**config.mk**
```make
export PLATFORM = sky130hd
export DESIGN_NAME = vga_pixel_compositor
export DESIGN_NICKNAME = d
export VERILOG_FILES = /design/src/rtl/vga_pkg.sv /design/src/rtl/sig_delay.sv /design/src/rtl/vga_pixel_compositor.sv
export SDC_FILE = /design/constraint.sdc
export NUM_CORES = 1
export LEC_CHECK = 0
export BUFFER_PORTS_ARGS = -buffer_cell sky130_fd_sc_hd__buf_2
export CELL_PAD_IN_SITES_DETAIL_PLACEMENT = 1
export CELL_PAD_IN_SITES_GLOBAL_PLACEMENT = 1
export CORE_MARGIN = 4
export CORE_UTILIZATION = 34
export DETAILED_ROUTE_END_ITERATION = 16
export GPL_ROUTABILITY_DRIVEN = 0
export MAX_ROUTING_LAYER = met4
export PLACE_DENSITY = 0.81
export REMOVE_ABC_BUFFERS = 1
export SYNTH_ARGS = -nofsm -noshare
export SYNTH_HDL_FRONTEND = slang
export SYNTH_SLANG_ARGS = --single-unit
```
**constraint.sdc**
```tcl
create_clock -name clk -period 2.95 [get_ports clk]
set_clock_uncertainty 0.2 [all_clocks]
set_input_delay 0.1475 -clock clk [delete_from_list [all_inputs] [get_ports clk]]
set_output_delay 0.1475 -clock clk [all_outputs]
set_load 0.02 [all_outputs]
```
**src/rtl/vga_pkg.sv**
```systemverilog
// Shared constants for the memory-game VGA path.
// Timing, grid geometry, colours and rgb9 channel slices.
package vga_pkg;

   localparam int H_VISIBLE = 640;
   localparam int H_TOTAL   = 800;
   localparam int V_VISIBLE = 480;
   localparam int V_TOTAL   = 525;

   localparam int GRID_X0 = 121;
   localparam int GRID_Y0 = 60;
   localparam int CELL    = 100;

   typedef logic [8:0] rgb9_t;

   localparam rgb9_t BG_RGB     = 9'b000_010_000;
   localparam rgb9_t CURSOR_RGB = 9'b111_111_000;

   localparam int R_HI = 8;
   localparam int R_LO = 6;
   localparam int G_HI = 5;
   localparam int G_LO = 3;
   localparam int B_HI = 2;
   localparam int B_LO = 0;

   // Halve every channel independently (logical shift right by one).
   function automatic rgb9_t rgb9_dim(input rgb9_t c);
      return {1'b0, c[R_HI:R_LO+1],
              1'b0, c[G_HI:G_LO+1],
              1'b0, c[B_HI:B_LO+1]};
   endfunction

endpackage

```
**src/rtl/sig_delay.sv**
```systemverilog
// Parameterised shift register with async active-low reset.
// Reset loads every stage with RST_VAL (the inactive level).
module sig_delay #(
   parameter int             W       = 1,
   parameter int             DEPTH   = 2,
   parameter logic [W-1:0]   RST_VAL = '0
) (
   input  logic         clk,
   input  logic         rst_n,
   input  logic [W-1:0] d,
   output logic [W-1:0] q
);

   logic [W-1:0] sr [DEPTH];

   // Shift one stage per clock; reset clears to the inactive value.
   always_ff @(posedge clk or negedge rst_n) begin
      if (!rst_n) begin
         for (int i = 0; i < DEPTH; i++) sr[i] <= RST_VAL;
      end else begin
         sr[0] <= d;
         for (int i = 1; i < DEPTH; i++) sr[i] <= sr[i-1];
      end
   end

   assign q = sr[DEPTH-1];

endmodule

```
**src/rtl/vga_pixel_compositor.sv**
```systemverilog
// Final VGA stage: merges 16 card layers, cursor and background.
// Syncs are delayed to match the card pipeline, then registered.
module vga_pixel_compositor
   import vga_pkg::*;
#(
   parameter int CARD_LAT  = 2,
   parameter int NCARDS    = 16,
   parameter int BORDER    = 3,
   parameter int BLINK_BIT = 4
) (
   input  logic              clk,
   input  logic              rst_n,
   input  logic [9:0]        HCount,
   input  logic [9:0]        VCount,
   input  logic              hsync_in,
   input  logic              vsync_in,
   input  logic              video_on_in,
   input  logic [NCARDS-1:0] card_on,
   input  logic [9*NCARDS-1:0] card_rgb,
   input  logic [NCARDS-1:0] matched,
   input  logic [3:0]        cursor_pos,
   input  logic              cursor_en,
   output logic              hsync,
   output logic              vsync,
   output logic [8:0]        rgb
);

   logic [9:0] hcount_d;
   logic [9:0] vcount_d;
   logic       hsync_d;
   logic       vsync_d;
   logic       video_on_d;

   sig_delay #(.W(20), .DEPTH(CARD_LAT), .RST_VAL(20'd0)) u_cnt_dly (
      .clk   (clk),
      .rst_n (rst_n),
      .d     ({HCount, VCount}),
      .q     ({hcount_d, vcount_d})
   );

   sig_delay #(.W(2), .DEPTH(CARD_LAT), .RST_VAL(2'b11)) u_sync_dly (
      .clk   (clk),
      .rst_n (rst_n),
      .d     ({hsync_in, vsync_in}),
      .q     ({hsync_d, vsync_d})
   );

   sig_delay #(.W(1), .DEPTH(CARD_LAT), .RST_VAL(1'b0)) u_von_dly (
      .clk   (clk),
      .rst_n (rst_n),
      .d     (video_on_in),
      .q     (video_on_d)
   );

   logic       vsync_d_q;
   logic       vs_fall;
   logic [7:0] frame_cnt;
   logic [3:0] cursor_pos_q;
   logic       cursor_en_q;

   assign vs_fall = vsync_d_q & ~vsync_d;

   // Count frames and latch the cursor only at frame start.
   always_ff @(posedge clk or negedge rst_n) begin
      if (!rst_n) begin
         vsync_d_q    <= 1'b1;
         frame_cnt    <= 8'd0;
         cursor_pos_q <= 4'd0;
         cursor_en_q  <= 1'b0;
      end else begin
         vsync_d_q <= vsync_d;
         if (vs_fall) begin
            frame_cnt    <= frame_cnt + 8'd1;
            cursor_pos_q <= cursor_pos;
            cursor_en_q  <= cursor_en;
         end
      end
   end

   logic [10:0] px_x;
   logic [10:0] px_y;
   logic [10:0] box_xl;
   logic [10:0] box_yt;
   logic        in_box;
   logic        near_edge;
   logic        on_border;
   logic        cursor_vis;

   // Cursor box geometry in 11 bits so the right/bottom edges never wrap.
   always_comb begin
      px_x   = {1'b0, hcount_d};
      px_y   = {1'b0, vcount_d};
      box_xl = 11'(GRID_X0) + 11'(CELL) * {9'd0, cursor_pos_q[1:0]};
      box_yt = 11'(GRID_Y0) + 11'(CELL) * {9'd0, cursor_pos_q[3:2]};
      in_box = (px_x >= box_xl) && (px_x < box_xl + 11'(CELL)) &&
               (px_y >= box_yt) && (px_y < box_yt + 11'(CELL));
      near_edge = (px_x < box_xl + 11'(BORDER)) ||
                  (px_x >= box_xl + 11'(CELL - BORDER)) ||
                  (px_y < box_yt + 11'(BORDER)) ||
                  (px_y >= box_yt + 11'(CELL - BORDER));
      on_border  = in_box && near_edge;
      cursor_vis = cursor_en_q && !frame_cnt[BLINK_BIT];
   end

   logic  card_hit;
   rgb9_t card_px;

   // Lowest-index active card wins; descending scan lets it overwrite.
   always_comb begin
      card_hit = 1'b0;
      card_px  = '0;
      for (int i = NCARDS - 1; i >= 0; i--) begin
         if (card_on[i]) begin
            card_hit = 1'b1;
            card_px  = matched[i] ? rgb9_dim(card_rgb[9*i +: 9])
                                  : card_rgb[9*i +: 9];
         end
      end
   end

   rgb9_t pix_next;

   // Layer priority: blanking, cursor, card, background.
   always_comb begin
      pix_next = BG_RGB;
      if (!video_on_d)
         pix_next = '0;
      else if (cursor_vis && on_border)
         pix_next = CURSOR_RGB;
      else if (card_hit)
         pix_next = card_px;
   end

   // Output register drives the VGA pins.
   always_ff @(posedge clk or negedge rst_n) begin
      if (!rst_n) begin
         rgb   <= '0;
         hsync <= 1'b1;
         vsync <= 1'b1;
      end else begin
         rgb   <= pix_next;
         hsync <= hsync_d;
         vsync <= vsync_d;
      end
   end

endmodule
```
Word level (Yosys, flattened, before mapping)
Cells that the tools add are included.

Flip-flop bits (word level): 70. Input port bits: 206. Output and inout bits: 11. Word-level logic and storage cells: 94.

Add/sub/neg operators: 9. $mul: 2. Order comparisons: 8. Mux-type cells: 51. Bitwise logic cells: 2. Reduce and logical (&&, ||, !) cells: 10.

Operators with widths (number): $mux 9 (35); $add 10x7->11 const B (4); $lt 10x11->1 (4); $add 10x2->11 const B (2); $ge 10x11->1 (2); $ge 10x10->1 (2); $mux 1 (16); $mul 5x2->7 const A (2); $add 6x9->10 const A (1); $add 7x9->10 const A (1); $add 8x1->8 const B (1); $logic_and 1x1->1 (6); $logic_or 1x1->1 (3); $and 1x1->1 (1); $logic_not 1->1 (1); $not 1->1 (1).

Logic depth before layout (Yosys ltp)
Gate-level depths: netlist of run 1.

Depth in word-level cells: 20. Gate-level depth with buffers: 16. Depth with buffers taken out: 15.

Modules after synthesis
A second synthesis of run 1 with hierarchy kept.

Cells, all modules: 644. Area, all modules: 5984.5 um^2.

Modules (own cells, without submodules): vga_pixel_compositor (instances 1, cells an instance 576, area an instance 4663.2 um^2, sequential area each 528.0 um^2); sig_delay (u_cnt_dly) (instances 1, cells an instance 60, area an instance 1151.1 um^2, sequential area each 1001.0 um^2); sig_delay (u_sync_dly) (instances 1, cells an instance 6, area an instance 120.1 um^2, sequential area each 105.1 um^2); sig_delay (u_von_dly) (instances 1, cells an instance 2, area an instance 50.0 um^2, sequential area each 50.0 um^2).

Worst setup path after synthesis of run 1
No wires, ideal clock.

Path kind: reg-to-reg. From: reg cursor_pos_q[2]. To: reg rgb[3]. Library setup time: 0.126 ns. Data arrival time: 2.895 ns. Data required time: 2.624 ns. Slack: -0.271 ns. Stages on the path, launching flop included: 13. Path buffers: 1. Clock period less this slack: 3.221 ns. Path through: dfrtp_1 -> inv_1 -> ha_1 -> ha_1 -> nand2_1 -> mux2_2 -> ha_1 -> a21o_1 -> a211oi_1 -> o21ai_0 -> o211a_1 -> buf_6 -> a221o_1.

Longest elaborated chain between the ends: 10. Elaborated cells on any way between the ends: 17. Classes of those cells: 4 x add/sub; 1 x mul; 4 x order compare; 2 x mux; 6 x reduce/logical.

Ends and longest elaborated chain: start, declared (line vga_pixel_compositor.sv:58) `logic [3:0] cursor_pos_q;`; start signal, assigned (line vga_pixel_compositor.sv:74) `cursor_pos_q <= cursor_pos;`; $mul 5x2->7 * (line vga_pixel_compositor.sv:94) `box_yt = 11'(GRID_Y0) + 11'(CELL) * {9'd0, cursor_pos_q[3:2]};`; $add 6x9->10 * (line vga_pixel_compositor.sv:94); $add 10x2->11 (line vga_pixel_compositor.sv:99) `(px_y < box_yt + 11'(BORDER)) ||`; $lt 10x11->1 (line vga_pixel_compositor.sv:99); $logic_or 1x1->1 (line vga_pixel_compositor.sv:98) `(px_x >= box_xl + 11'(CELL - BORDER)) ||`; $logic_or 1x1->1 (line vga_pixel_compositor.sv:99); $logic_and 1x1->1 * (line vga_pixel_compositor.sv:101) `on_border = in_box && near_edge;`; $logic_and 1x1->1 * (line vga_pixel_compositor.sv:128) `else if (cursor_vis && on_border)`; $mux 9 * (line vga_pixel_compositor.sv:128); $mux 9 * (line vga_pixel_compositor.sv:126) `if (!video_on_d)`; named net pix_next[3] (line vga_pixel_compositor.sv:121) `rgb9_t pix_next;`; end signal, assigned (line vga_pixel_compositor.sv:141) `rgb <= pix_next;`; end, declared (line vga_pixel_compositor.sv:25) `output logic [8:0] rgb`.

Mark *: on every way through the listed nets, which the timed path passes. The rest lies on a longest branch. A chain may end at the register's enable or synchronous reset.

Worst setup path in the final report of run 1
From: reg cursor_pos_q[2]. To: reg rgb[2].

Same word-level chain as after synthesis.

==> impl_metrics.xml, run 1 <==
<?xml version="1.0" encoding="UTF-8"?>
<metrics>
  <group name="setup_path">
    <metric name="regToRegStartpoint" unit="">cursor_pos_q[2]</metric>
    <metric name="end_kind" unit="">flop</metric>
    <metric name="reg2reg_depth" unit="">16</metric>
    <metric name="r2r_setup_slack" unit="ns">-0.33</metric>
    <metric name="crit_type" unit="">reg -&gt; reg</metric>
    <metric name="required_worst_endpoint" unit="ns">2.94</metric>
    <metric name="cp_max_fo" unit="">8</metric>
    <metric name="r2r_end" unit="">rgb[2]</metric>
    <metric name="cp-start-kind" unit="">flop</metric>
    <metric name="arrival_time_at_the_worst_endpoint" unit="ns">3.27</metric>
  </group>
  <group name="clock_tree">
    <metric name="cts_made_buffers" unit="">9</metric>
    <metric name="cts-root-to-sink-buffers" unit="">2</metric>
    <metric name="path_clk_slew" unit="ns">0.07</metric>
    <metric name="cts_max_level" unit="">3</metric>
    <metric name="cts_num_sinks" unit="">67</metric>
    <metric name="clock_tree.root_cell" unit="">sky130_fd_sc_hd__clkbuf_16</metric>
    <metric name="tritoncts" unit="">yes</metric>
    <metric name="clock_latency" unit="ns">0.35</metric>
  </group>
  <group name="global_route">
    <metric name="grt_pass1_vias" unit="">7231</metric>
    <metric name="initial_antenna_violation_count" unit="">3</metric>
    <metric name="grt.overflow.total" unit="">0</metric>
    <metric name="grt_max_degree" unit="">48</metric>
    <metric name="grt_util_all_layers" unit="%">27.3</metric>
    <metric name="grt_first_pass_wirelength" unit="um">40500</metric>
  </group>
  <group name="drt">
    <metric name="route.antenna.remaining_nets" unit="">0</metric>
    <metric name="avgRoutedWirePerCell" unit="um">24.6</metric>
    <metric name="total_drc_errors_in_the_routed_layout" unit="">0</metric>
    <metric name="drt_wl_total" unit="um">27800</metric>
    <metric name="detail_route.iter0.violations" unit="">348</metric>
    <metric name="drt_first_pass_iters" unit="">5</metric>
    <metric name="detail_route.vias_per_cell" unit="">5.73</metric>
    <metric name="number_of_vias_in_the_routed_layout" unit="">6453</metric>
  </group>
  <group name="hold_path">
    <metric name="min_delay_worst_endpoint" unit="">rgb[3]</metric>
    <metric name="min_path_cells" unit="">3</metric>
    <metric name="worstHoldStart" unit="">card_rgb[4]</metric>
    <metric name="hold_path_class" unit="">in -&gt; reg</metric>
  </group>
  <group name="placement">
    <metric name="place.detailed.hpwl" unit="um">18700</metric>
    <metric name="buffer_ports.inserted" unit="">216</metric>
    <metric name="dpl_cell_area" unit="um^2">7350</metric>
    <metric name="post-place-cells" unit="">1068</metric>
  </group>
  <group name="die">
    <metric name="starting_density" unit="%">35.1</metric>
    <metric name="chipWidth" unit="um">139</metric>
    <metric name="design.portCount" unit="">217</metric>
    <metric name="core_area" unit="um^2">16700</metric>
    <metric name="die-area" unit="um^2">19400</metric>
    <metric name="die_height" unit="um">139</metric>
    <metric name="placement_rows" unit="">47</metric>
  </group>
  <group name="yosys">
    <metric name="share_of_flip_flops_with_an_asynchronous_set_or_reset" unit="%">100</metric>
    <metric name="synth_edf_count" unit="">0</metric>
    <metric name="ys_seq_elements" unit="">67</metric>
    <metric name="synth_warnings" unit="">0</metric>
    <metric name="synthCells" unit="">629</metric>
    <metric name="post_synth_instance_area" unit="um^2">5860</metric>
    <metric name="synth-main-ff-cell" unit="">sky130_fd_sc_hd__dfrtp_1</metric>
    <metric name="seq_area_frac_synth" unit="%">28.8</metric>
    <metric name="yosys.cell_types.count" unit="">65</metric>
    <metric name="avgSynthCellArea" unit="um^2">9.31</metric>
  </group>
  <group name="timing">
    <metric name="grt_setup_unrepaired" unit="">yes</metric>
    <metric name="layout_setup_ws" unit="ns">-0.328</metric>
    <metric name="fin_crit" unit="ns">3.28</metric>
    <metric name="min_period_over_period" unit="%">111</metric>
    <metric name="setup_viol" unit="">9</metric>
    <metric name="slew_headroom" unit="%">28.9</metric>
    <metric name="highest_clock_rate" unit="GHz">0.305</metric>
    <metric name="timing.final.hold_violations" unit="">0</metric>
    <metric name="final-max-slew-violation-count" unit="">0</metric>
    <metric name="max_slew.worst_pin.slew" unit="ns">1.07</metric>
  </group>
  <group name="power">
    <metric name="power-per-cell-area" unit="nW/um^2">450</metric>
    <metric name="pleak" unit="uW">0.00389</metric>
    <metric name="fin_total_pwr" unit="uW">3840</metric>
    <metric name="peakVddDrop" unit="V">0.000435</metric>
  </group>
  <group name="layout">
    <metric name="area_growth" unit="%">46.1</metric>
    <metric name="layout.nets" unit="">1163</metric>
    <metric name="final_cell_area" unit="um^2">8550</metric>
    <metric name="post_route_cells_drive_above_1_share" unit="%">43.7</metric>
    <metric name="number_of_cells_in_the_finished_layout_apart_from_fillers" unit="">1127</metric>
  </group>
  <group name="run_status">
    <metric name="violated_checks" unit="">setup timing</metric>
    <metric name="status" unit="">finished with violations</metric>
  </group>
  <group name="run">
    <metric name="max_cap_viol_count" unit="">0</metric>
  </group>
</metrics>
[flip-flops by register name, summed over array words and instances (netlist names)]
register	count
cursor_en_q	1
cursor_pos_q	4
frame_cnt	5
hsync	1
rgb	9
u_cnt_dly.q	20
u_cnt_dly.sr	20
u_sync_dly.q	2
u_sync_dly.sr	2
u_von_dly.q	1
u_von_dly.sr	1
vsync	1
[worst max-delay path: stages, from the launching register on]
cell                        delay (ns)
sky130_fd_sc_hd__dfrtp_2          0.45
sky130_fd_sc_hd__inv_2            0.08
sky130_fd_sc_hd__ha_4             0.18
sky130_fd_sc_hd__ha_4             0.28
sky130_fd_sc_hd__buf_6            0.12
sky130_fd_sc_hd__inv_4            0.04
sky130_fd_sc_hd__o31ai_4          0.23
sky130_fd_sc_hd__a21oi_2          0.12
sky130_fd_sc_hd__ha_4             0.20
sky130_fd_sc_hd__nor2_4           0.15
sky130_fd_sc_hd__nand2_1          0.08
sky130_fd_sc_hd__o211ai_1         0.12
sky130_fd_sc_hd__a31oi_2          0.09
sky130_fd_sc_hd__a2111oi_4        0.32
sky130_fd_sc_hd__o211a_4          0.29
sky130_fd_sc_hd__buf_6            0.12
sky130_fd_sc_hd__a2111oi_4        0.03
[through the flow]
stage               hold WS [ns]  TNS [ns]  utilization [%]  setup WS [ns]
finish                  0.000626     -2.58             51.2         -0.328
global route              0.0252     -3.44             51.2         -0.441
CTS                     0.000202    -0.385             49.6        -0.0835
detailed placement        0.0574     -2.63             44.0         -0.366
global placement          0.0524     -1.36             44.0         -0.203
floorplan                 -0.348     -1.38                -         -0.262
[metal layers]
layer | part of all wire [%] | global-route usage, % | vias to the layer above
li1 | - | - | 2929
met5 | 0 | - | -
met1 | 37 | 29.4 | 3122
met2 | 53 | 49.5 | 307
met4 | 5.0 | 11.5 | 0
met3 | 5.7 | 4.39 | 95
[what timing repair did]
action,in CTS,in global routing
buffers inserted,5,4
pin swaps,24,15
endpoints found under the hold margin,69,0
cloned,0,0
hold buffers,31,0
gates resized for setup,56,45
endpoints found under the setup margin,9,9
[area by class of cell]
type / instances / area (um^2)
clock buffer: 9 / 225
clock inverter: 7 / 81.3
inverter: 31 / 129
sequential: 67 / 1690
fill: 1935 / 8150
multi-input combinational: 494 / 4350
timing repair buffer: 296 / 1790
antenna: 3 / 7.51
tap: 220 / 275
[power breakdown]
| group | switching, uW | total, uW | internal (uW) |
|---|---|---|---|
| Clock | 465 | 1130 | 668 |
| Sequential | 95.9 | 1110 | 1010 |
| Combinational | 851 | 1600 | 751 |
| Total | 1410 | 3840 | 2430 |
[cells in the mapped netlist (all sizes together), types with 4 or more instances]
cell | count | area share [%]
nand3 | 13 | 1.1
o21ai | 30 | 2.6
a21o | 4 | 0.51
nor2 | 26 | 1.7
a31oi | 18 | 1.9
a221oi | 11 | 1.6
nand2 | 41 | 2.6
mux2i | 57 | 9.7
a211o | 5 | 0.75
a311oi | 4 | 0.60
xnor2 | 8 | 1.2
mux2 | 39 | 7.5
a2111oi | 4 | 0.92
a211oi | 18 | 2.3
o2111ai | 4 | 0.60
dfstp | 6 | 2.7
a21oi | 34 | 2.9
a22oi | 11 | 1.4
nand2b | 11 | 1.2
nor3 | 5 | 0.43
dfrtp | 61 | 26
nor2b | 16 | 1.7
o221ai | 5 | 0.75
o211ai | 8 | 1.0
clkbuf | 25 | 1.6
a221o | 4 | 0.68
inv | 31 | 2.0
ha | 58 | 12
buf | 12 | 1.1
[layout by cell type (no fill, tap or decap), types with 11 or more instances in the layout]
master	Yosys	layout
sky130_fd_sc_hd__dlygate4sd3_1	0	31
sky130_fd_sc_hd__inv_1	31	23
sky130_fd_sc_hd__o21ai_0	30	25
sky130_fd_sc_hd__nand2_1	41	39
sky130_fd_sc_hd__a31oi_1	18	16
sky130_fd_sc_hd__ha_4	0	20
sky130_fd_sc_hd__buf_4	0	40
sky130_fd_sc_hd__ha_1	58	37
sky130_fd_sc_hd__nor2_1	26	23
sky130_fd_sc_hd__nand2b_1	11	11
sky130_fd_sc_hd__a221oi_1	11	11
sky130_fd_sc_hd__a211oi_1	18	15
sky130_fd_sc_hd__a21oi_1	34	31
sky130_fd_sc_hd__mux2i_1	57	57
sky130_fd_sc_hd__buf_2	10	216
sky130_fd_sc_hd__dfrtp_1	61	57
sky130_fd_sc_hd__nand3_1	13	12
sky130_fd_sc_hd__mux2_2	39	38
sky130_fd_sc_hd__nor2b_1	16	16
sky130_fd_sc_hd__a22oi_1	11	11
[cells by family after synthesis]
| family | count (synthesis) | synth area share (%) |
|---|---|---|
| xor+xnor | 10 | 1.50 |
| compound gates | 193 | 23.4 |
| buf+inv | 68 | 4.70 |
| simple gates | 137 | 12.0 |
| flops | 67 | 28.8 |
| fa+ha+maj | 58 | 12.4 |
| mux | 96 | 17.2 |
[worst max-delay path by stage]
stage                    start      to  slack [ns]  cells past startpoint
6_report       cursor_pos_q[2]  rgb[2]       -0.33                     16
5_1_grt        cursor_pos_q[2]  rgb[2]       -0.44                     16
4_1_cts        cursor_pos_q[2]  rgb[8]       -0.08                     15
3_5_place_dp   cursor_pos_q[2]  rgb[7]       -0.37                     16
3_3_place_gp   cursor_pos_q[2]  rgb[3]       -0.20                     11
2_1_floorplan  cursor_pos_q[2]  rgb[3]       -0.26                     11
Power figures use the tool's default switching activity.
==> inputs of run 2 (changes only) <==
Settings changed: RECOVER_POWER from default to 100.
==> run 2 against run 1 <==
  * The flow finishes with violations (hold timing, setup timing)
  * Sequential share of layout area is 0.070 points higher
  * Total power hardly changed
  * Clock-buffer cell count stayed put
  * Largest cell class unchanged
  * Largest power group unchanged
==> impl_metrics.xml, run 2 (synthesis gave the netlist of run 1 again) <==
<?xml version="1.0" encoding="UTF-8"?>
<metrics>
  <group name="global_route">
    <metric name="grt_first_pass_wirelength" unit="um">40500</metric>
    <metric name="grt_util_all_layers" unit="%">27.3</metric>
    <metric name="grt.overflow.total" unit="">0</metric>
    <metric name="grt_max_degree" unit="">48</metric>
    <metric name="grt_pass1_vias" unit="">7231</metric>
    <metric name="initial_antenna_violation_count" unit="">3</metric>
  </group>
  <group name="power">
    <metric name="share_comb_of_total_power" unit="%">41.5</metric>
    <metric name="cellInternalPower" unit="uW">2430</metric>
    <metric name="pleak" unit="uW">0.00383</metric>
    <metric name="netSwitchingFraction" unit="%">36.8</metric>
    <metric name="power-per-cell-area" unit="nW/um^2">451</metric>
    <metric name="power.sequential.fraction" unit="%">28.9</metric>
    <metric name="share_clk_of_total_power" unit="%">29.5</metric>
    <metric name="peakVddDrop" unit="V">0.000431</metric>
    <metric name="power.net_switching" unit="uW">1410</metric>
  </group>
  <group name="layout">
    <metric name="final_core_util" unit="%">51.0</metric>
    <metric name="layout.cells.most_common" unit="">sky130_fd_sc_hd__buf_2</metric>
    <metric name="final_cell_area" unit="um^2">8520</metric>
    <metric name="post_route_cells_drive_above_1_share" unit="%">41.6</metric>
    <metric name="number_of_cells_in_the_finished_layout_apart_from_fillers" unit="">1127</metric>
    <metric name="most-common-layout-cells" unit="">sky130_fd_sc_hd__buf_2, sky130_fd_sc_hd__mux2i_1, sky130_fd_sc_hd__dfrtp_1</metric>
    <metric name="area_growth" unit="%">45.6</metric>
    <metric name="layout.nets" unit="">1163</metric>
  </group>
  <group name="clock_tree">
    <metric name="cts_made_buffers" unit="">9</metric>
    <metric name="tritoncts" unit="">yes</metric>
    <metric name="cts_max_level" unit="">3</metric>
    <metric name="cts_num_sinks" unit="">67</metric>
    <metric name="path_clk_slew" unit="ns">0.07</metric>
    <metric name="cts-root-to-sink-buffers" unit="">2</metric>
    <metric name="clock_tree.root_cell" unit="">sky130_fd_sc_hd__clkbuf_16</metric>
    <metric name="clock_latency" unit="ns">0.35</metric>
  </group>
  <group name="setup_path">
    <metric name="cp-start-kind" unit="">flop</metric>
    <metric name="regToRegStartpoint" unit="">cursor_pos_q[2]</metric>
    <metric name="r2r_end" unit="">rgb[2]</metric>
    <metric name="critical_path.startpoint" unit="">cursor_pos_q[2]</metric>
    <metric name="end_kind" unit="">flop</metric>
    <metric name="cp_max_fo" unit="">8</metric>
    <metric name="r2r_setup_slack" unit="ns">-0.33</metric>
    <metric name="arrival_time_at_the_worst_endpoint" unit="ns">3.27</metric>
    <metric name="crit_type" unit="">reg -&gt; reg</metric>
    <metric name="worst_setup_path_endpoint" unit="">rgb[2]</metric>
    <metric name="reg2reg_depth" unit="">16</metric>
    <metric name="required_worst_endpoint" unit="ns">2.94</metric>
  </group>
  <group name="drt">
    <metric name="drt_wl_total" unit="um">27900</metric>
    <metric name="drt_first_pass_iters" unit="">7</metric>
    <metric name="total_drc_errors_in_the_routed_layout" unit="">0</metric>
    <metric name="detail_route.vias_per_cell" unit="">5.78</metric>
    <metric name="route.antenna.remaining_nets" unit="">0</metric>
    <metric name="avgRoutedWirePerCell" unit="um">24.7</metric>
    <metric name="number_of_vias_in_the_routed_layout" unit="">6517</metric>
    <metric name="detail_route.iter0.violations" unit="">337</metric>
  </group>
  <group name="die">
    <metric name="chipWidth" unit="um">139</metric>
    <metric name="design.portCount" unit="">217</metric>
    <metric name="starting_density" unit="%">35.1</metric>
    <metric name="placement_rows" unit="">47</metric>
    <metric name="die_height" unit="um">139</metric>
    <metric name="core_area" unit="um^2">16700</metric>
    <metric name="die-area" unit="um^2">19400</metric>
  </group>
  <group name="placement">
    <metric name="buffer_ports.inserted" unit="">216</metric>
    <metric name="post-place-cells" unit="">1068</metric>
    <metric name="dpl_cell_area" unit="um^2">7350</metric>
    <metric name="place.detailed.hpwl" unit="um">18700</metric>
  </group>
  <group name="timing">
    <metric name="grt_setup_unrepaired" unit="">yes</metric>
    <metric name="max_slew.worst_pin.slew" unit="ns">1.19</metric>
    <metric name="setup_viol" unit="">9</metric>
    <metric name="min_period_over_period" unit="%">111</metric>
    <metric name="fin_crit" unit="ns">3.28</metric>
    <metric name="highest_clock_rate" unit="GHz">0.305</metric>
    <metric name="slew_headroom" unit="%">20.7</metric>
    <metric name="worst_hold_slack" unit="ns">-0.00141</metric>
    <metric name="final-max-slew-violation-count" unit="">0</metric>
    <metric name="timing.final.hold_violations" unit="">1</metric>
    <metric name="layout_setup_ws" unit="ns">-0.327</metric>
  </group>
  <group name="hold_path">
    <metric name="hold_path_class" unit="">in -&gt; reg</metric>
  </group>
  <group name="run">
    <metric name="max_cap_viol_count" unit="">0</metric>
  </group>
  <group name="run_status">
    <metric name="violated_checks" unit="">hold timing, setup timing</metric>
    <metric name="status" unit="">finished with violations</metric>
  </group>
</metrics>
-- run 2: worst min-delay path by stage --
stage | startpoint | endpoint | cells after the start
5_1_grt | card_rgb[4] | rgb[3] | 3
3_5_place_dp | VCount[0] | u_cnt_dly.sr[20] | 1
6_report | card_rgb[4] | rgb[3] | 3
2_1_floorplan | rst_n | cursor_en_q | 0
4_1_cts | card_rgb[4] | rgb[3] | 3
3_3_place_gp | hsync_in | u_sync_dly.sr[3] | 1
-- run 2: routing by layer --
metal / up-vias / routed length [um] / track usage [%]
met5: - / 0 / -
met4: 0 / 1420 / 11.5
met3: 106 / 1640 / 4.39
met2: 342 / 14600 / 49.5
met1: 3138 / 10200 / 29.4
li1: 2931 / - / -
-- run 2: area by class of cell --
cell class | count | area (um^2)
Tap cell | 220 | 275
Inverter | 31 | 129
Sequential cell | 67 | 1690
Multi-Input combinational cell | 494 | 4350
Antenna cell | 3 | 7.51
Clock buffer | 9 | 225
Fill cell | 1949 | 8180
Clock inverter | 7 | 81.3
Timing Repair Buffer | 296 | 1760
-- run 2: worst max-delay path, cell delays in order (launching register included) --
cell,delay (ns)
sky130_fd_sc_hd__dfrtp_2,0.45
sky130_fd_sc_hd__inv_2,0.08
sky130_fd_sc_hd__ha_4,0.18
sky130_fd_sc_hd__ha_4,0.28
sky130_fd_sc_hd__buf_6,0.12
sky130_fd_sc_hd__inv_4,0.04
sky130_fd_sc_hd__o31ai_4,0.23
sky130_fd_sc_hd__a21oi_2,0.13
sky130_fd_sc_hd__ha_4,0.20
sky130_fd_sc_hd__nor2_4,0.15
sky130_fd_sc_hd__nand2_1,0.08
sky130_fd_sc_hd__o211ai_1,0.12
sky130_fd_sc_hd__a31oi_2,0.09
sky130_fd_sc_hd__a2111oi_4,0.32
sky130_fd_sc_hd__o211a_4,0.29
sky130_fd_sc_hd__buf_6,0.12
sky130_fd_sc_hd__a2111oi_4,0.03
-- run 2: metrics by stage --
| step | TNS [ns] | setup WS [ns] | hold slack [ns] | total power (uW) |
|---|---|---|---|---|
| after global routing | -3.44 | -0.441 | 0.0252 | 4000 |
| after global placement | -1.36 | -0.203 | 0.0524 | 2220 |
| after detailed placement | -2.63 | -0.366 | 0.0574 | 2280 |
| final | -2.50 | -0.327 | -0.00141 | 3840 |
| after floorplan | -1.38 | -0.262 | -0.348 | 1710 |
| after CTS | -0.385 | -0.0835 | 0.000202 | 3570 |
-- run 2: what timing repair did --
action	in CTS	in global routing
endpoints found under the hold margin	69	0
setup buffers	5	4
gates resized for setup	56	45
setup endpoints to repair	9	9
hold buffers	31	0
pin swaps	24	15
-- run 2: power by group through the flow --
stage / Combinational (uW) / Clock (uW) / Sequential [uW]
2_1_floorplan: 608 / 0 / 1100
3_3_place_gp: 1130 / 0 / 1100
3_5_place_dp: 1180 / 0 / 1100
4_1_cts: 1360 / 1120 / 1090
5_1_grt: 1690 / 1190 / 1120
6_report: 1600 / 1130 / 1110
==> inputs of run 3 (changes only) <==
Settings changed: CELL_PAD_IN_SITES_DETAIL_PLACEMENT 1 to 0.
==> run 3 against run 2 <==
  * The run ends with setup timing left
  * Critical path depth fell by 1
  * Cell count fell by 0.53%
  * Sequential share of layout area rose by 0.72 points
  * Global-route usage fell by 6.4 points
  * Largest cell class unchanged
  * Largest power group unchanged
  * Hold slack improved by 0.015 ns
  * Utilization fell by 1.9 points
  * Combinational power fell by 21%
==> impl_metrics.xml, run 3 (synthesis gave the netlist of run 1 again) <==
<?xml version="1.0" encoding="UTF-8"?>
<metrics>
  <group name="timing">
    <metric name="min_period_over_period" unit="%">101</metric>
    <metric name="fin_crit" unit="ns">2.99</metric>
    <metric name="layout_setup_ws" unit="ns">-0.0359</metric>
    <metric name="grt_setup_unrepaired" unit="">yes</metric>
    <metric name="fin_tns_setup" unit="ns">-0.121</metric>
    <metric name="highest_clock_rate" unit="GHz">0.335</metric>
    <metric name="slew_headroom" unit="%">27.8</metric>
    <metric name="worst_hold_slack" unit="ns">0.0137</metric>
    <metric name="setup_viol" unit="">5</metric>
    <metric name="max_slew.worst_pin.slew" unit="ns">1.08</metric>
    <metric name="timing.final.hold_violations" unit="">0</metric>
    <metric name="final-max-slew-violation-count" unit="">0</metric>
  </group>
  <group name="layout">
    <metric name="final_core_util" unit="%">49.2</metric>
    <metric name="area_growth" unit="%">40.3</metric>
    <metric name="area.sequential" unit="um^2">1690</metric>
    <metric name="layout.cells.most_common" unit="">sky130_fd_sc_hd__buf_2</metric>
    <metric name="multi_input_gate_area_in_the_final_layout" unit="um^2">4100</metric>
    <metric name="post_route_cells_drive_above_1_share" unit="%">38.5</metric>
    <metric name="layout.nets" unit="">1158</metric>
    <metric name="n_fill_cell" unit="">1596</metric>
    <metric name="most-common-layout-cells" unit="">sky130_fd_sc_hd__buf_2, sky130_fd_sc_hd__dfrtp_1, sky130_fd_sc_hd__mux2i_1</metric>
  </group>
  <group name="die">
    <metric name="chipWidth" unit="um">139</metric>
    <metric name="core_area" unit="um^2">16700</metric>
    <metric name="die_height" unit="um">139</metric>
    <metric name="die-area" unit="um^2">19400</metric>
    <metric name="design.portCount" unit="">217</metric>
    <metric name="placement_rows" unit="">47</metric>
    <metric name="starting_density" unit="%">35.1</metric>
  </group>
  <group name="power">
    <metric name="peakVddDrop" unit="V">0.000468</metric>
    <metric name="power-per-cell-area" unit="nW/um^2">419</metric>
    <metric name="fin_total_pwr" unit="uW">3440</metric>
    <metric name="pleak" unit="uW">0.00377</metric>
  </group>
  <group name="drt">
    <metric name="route.antenna.remaining_nets" unit="">0</metric>
    <metric name="avgRoutedWirePerCell" unit="um">18.0</metric>
    <metric name="number_of_vias_in_the_routed_layout" unit="">5892</metric>
    <metric name="detail_route.vias_per_cell" unit="">5.26</metric>
    <metric name="drt_wl_total" unit="um">20200</metric>
    <metric name="detail_route.iter0.violations" unit="">313</metric>
    <metric name="drt_first_pass_iters" unit="">5</metric>
    <metric name="total_drc_errors_in_the_routed_layout" unit="">0</metric>
  </group>
  <group name="run">
    <metric name="max_cap_viol_count" unit="">0</metric>
  </group>
  <group name="clock_tree">
    <metric name="cts_num_sinks" unit="">67</metric>
    <metric name="path_clk_slew" unit="ns">0.06</metric>
    <metric name="tritoncts" unit="">yes</metric>
    <metric name="cts-root-to-sink-buffers" unit="">2</metric>
    <metric name="clock_tree.root_cell" unit="">sky130_fd_sc_hd__clkbuf_16</metric>
    <metric name="cts_max_level" unit="">3</metric>
    <metric name="cts_made_buffers" unit="">9</metric>
    <metric name="clock_latency" unit="ns">0.34</metric>
  </group>
  <group name="setup_path">
    <metric name="r2r_end" unit="">rgb[2]</metric>
    <metric name="end_kind" unit="">flop</metric>
    <metric name="arrival_time_at_the_worst_endpoint" unit="ns">2.97</metric>
    <metric name="required_worst_endpoint" unit="ns">2.94</metric>
    <metric name="crit_type" unit="">reg -&gt; reg</metric>
    <metric name="regToRegStartpoint" unit="">cursor_pos_q[2]</metric>
    <metric name="reg2reg_depth" unit="">15</metric>
    <metric name="worst_setup_path_endpoint" unit="">rgb[2]</metric>
    <metric name="r2r_setup_slack" unit="ns">-0.04</metric>
    <metric name="cp-start-kind" unit="">flop</metric>
    <metric name="cp_max_fo" unit="">8</metric>
    <metric name="critical_path.startpoint" unit="">cursor_pos_q[2]</metric>
  </group>
  <group name="placement">
    <metric name="place.detailed.hpwl" unit="um">16800</metric>
    <metric name="pre_cts_setup_slack" unit="ns">-0.258</metric>
    <metric name="buffer_ports.inserted" unit="">216</metric>
  </group>
  <group name="global_route">
    <metric name="grt_first_pass_wirelength" unit="um">31700</metric>
    <metric name="initial_antenna_violation_count" unit="">2</metric>
    <metric name="grt_util_all_layers" unit="%">20.8</metric>
    <metric name="grt_max_degree" unit="">48</metric>
    <metric name="grt.overflow.total" unit="">0</metric>
    <metric name="grt_pass1_vias" unit="">6224</metric>
  </group>
  <group name="run_status">
    <metric name="status" unit="">finished with violations</metric>
    <metric name="violated_checks" unit="">setup timing</metric>
  </group>
  <group name="hold_path">
    <metric name="hold_path_class" unit="">in -&gt; reg</metric>
  </group>
</metrics>
## run 3: power by group
group,total [uW],switching (uW),leakage (uW),internal [uW]
clock,1080,418,0.000143,665
combinational,1270,634,0.00284,633
sequential,1090,74.5,0.000788,1010
## run 3: how the worst min path moves through the flow
stage | end | slack (ns) | cells after the start | startpoint
detailed placement | u_sync_dly.sr[3] | 0.06 | 1 | hsync_in
floorplan | cursor_en_q | -0.35 | 0 | rst_n
CTS | rgb[6] | 0.007 | 3 | card_rgb[7]
global placement | u_sync_dly.sr[3] | 0.05 | 1 | hsync_in
global route | rgb[6] | 0.03 | 3 | card_rgb[7]
finish | rgb[6] | 0.01 | 3 | card_rgb[7]
## run 3: repair_timing
| action | CTS | global route |
|---|---|---|
| pin swaps | 17 | 6 |
| resized for setup | 40 | 11 |
| setup endpoints to repair | 9 | 9 |
| hold buffers | 32 | 0 |
| endpoints found under the hold margin | 69 | 0 |
| setup buffers | 2 | 1 |
## run 3: worst max-delay path, cell delays in order (launching register included)
cell	delay [ns]
sky130_fd_sc_hd__dfrtp_1	0.41
sky130_fd_sc_hd__buf_6	0.14
sky130_fd_sc_hd__ha_4	0.15
sky130_fd_sc_hd__ha_4	0.26
sky130_fd_sc_hd__buf_6	0.10
sky130_fd_sc_hd__inv_2	0.04
sky130_fd_sc_hd__buf_6	0.11
sky130_fd_sc_hd__ha_4	0.24
sky130_fd_sc_hd__o21a_1	0.14
sky130_fd_sc_hd__nor2_2	0.06
sky130_fd_sc_hd__nor3b_2	0.18
sky130_fd_sc_hd__o21ai_2	0.10
sky130_fd_sc_hd__a2111oi_4	0.28
sky130_fd_sc_hd__o211a_4	0.27
sky130_fd_sc_hd__buf_6	0.12
sky130_fd_sc_hd__a2111oi_4	0.03
## run 3: per-layer routing
metal	global-route usage [%]	wire length (um)	vias up	share of wire, %
met2	36.8	10300	224	51
met5	-	0	-	0
met3	2.85	1170	26	5.8
li1	-	-	2919	-
met1	24.7	8310	2723	41
met4	6.08	425	0	2.1
## run 3: layout make-up
cell class	count	share of cell area (%)
Tap cell	220	3.35
Clock inverter	7	0.975
Timing Repair Buffer	291	21.0
Inverter	31	1.45
Sequential cell	67	20.5
Clock buffer	9	2.74
Multi-Input combinational cell	494	49.9
Antenna cell	2	0.0609
## run 3: per-stage QoR
step | instance area [um^2] | std cells
floorplan | 5700 | 592
global placement | 7350 | 1068
detailed placement | 7350 | 1068
CTS | 8190 | 1118
global route | 8210 | 1121
finish | 8210 | 1121
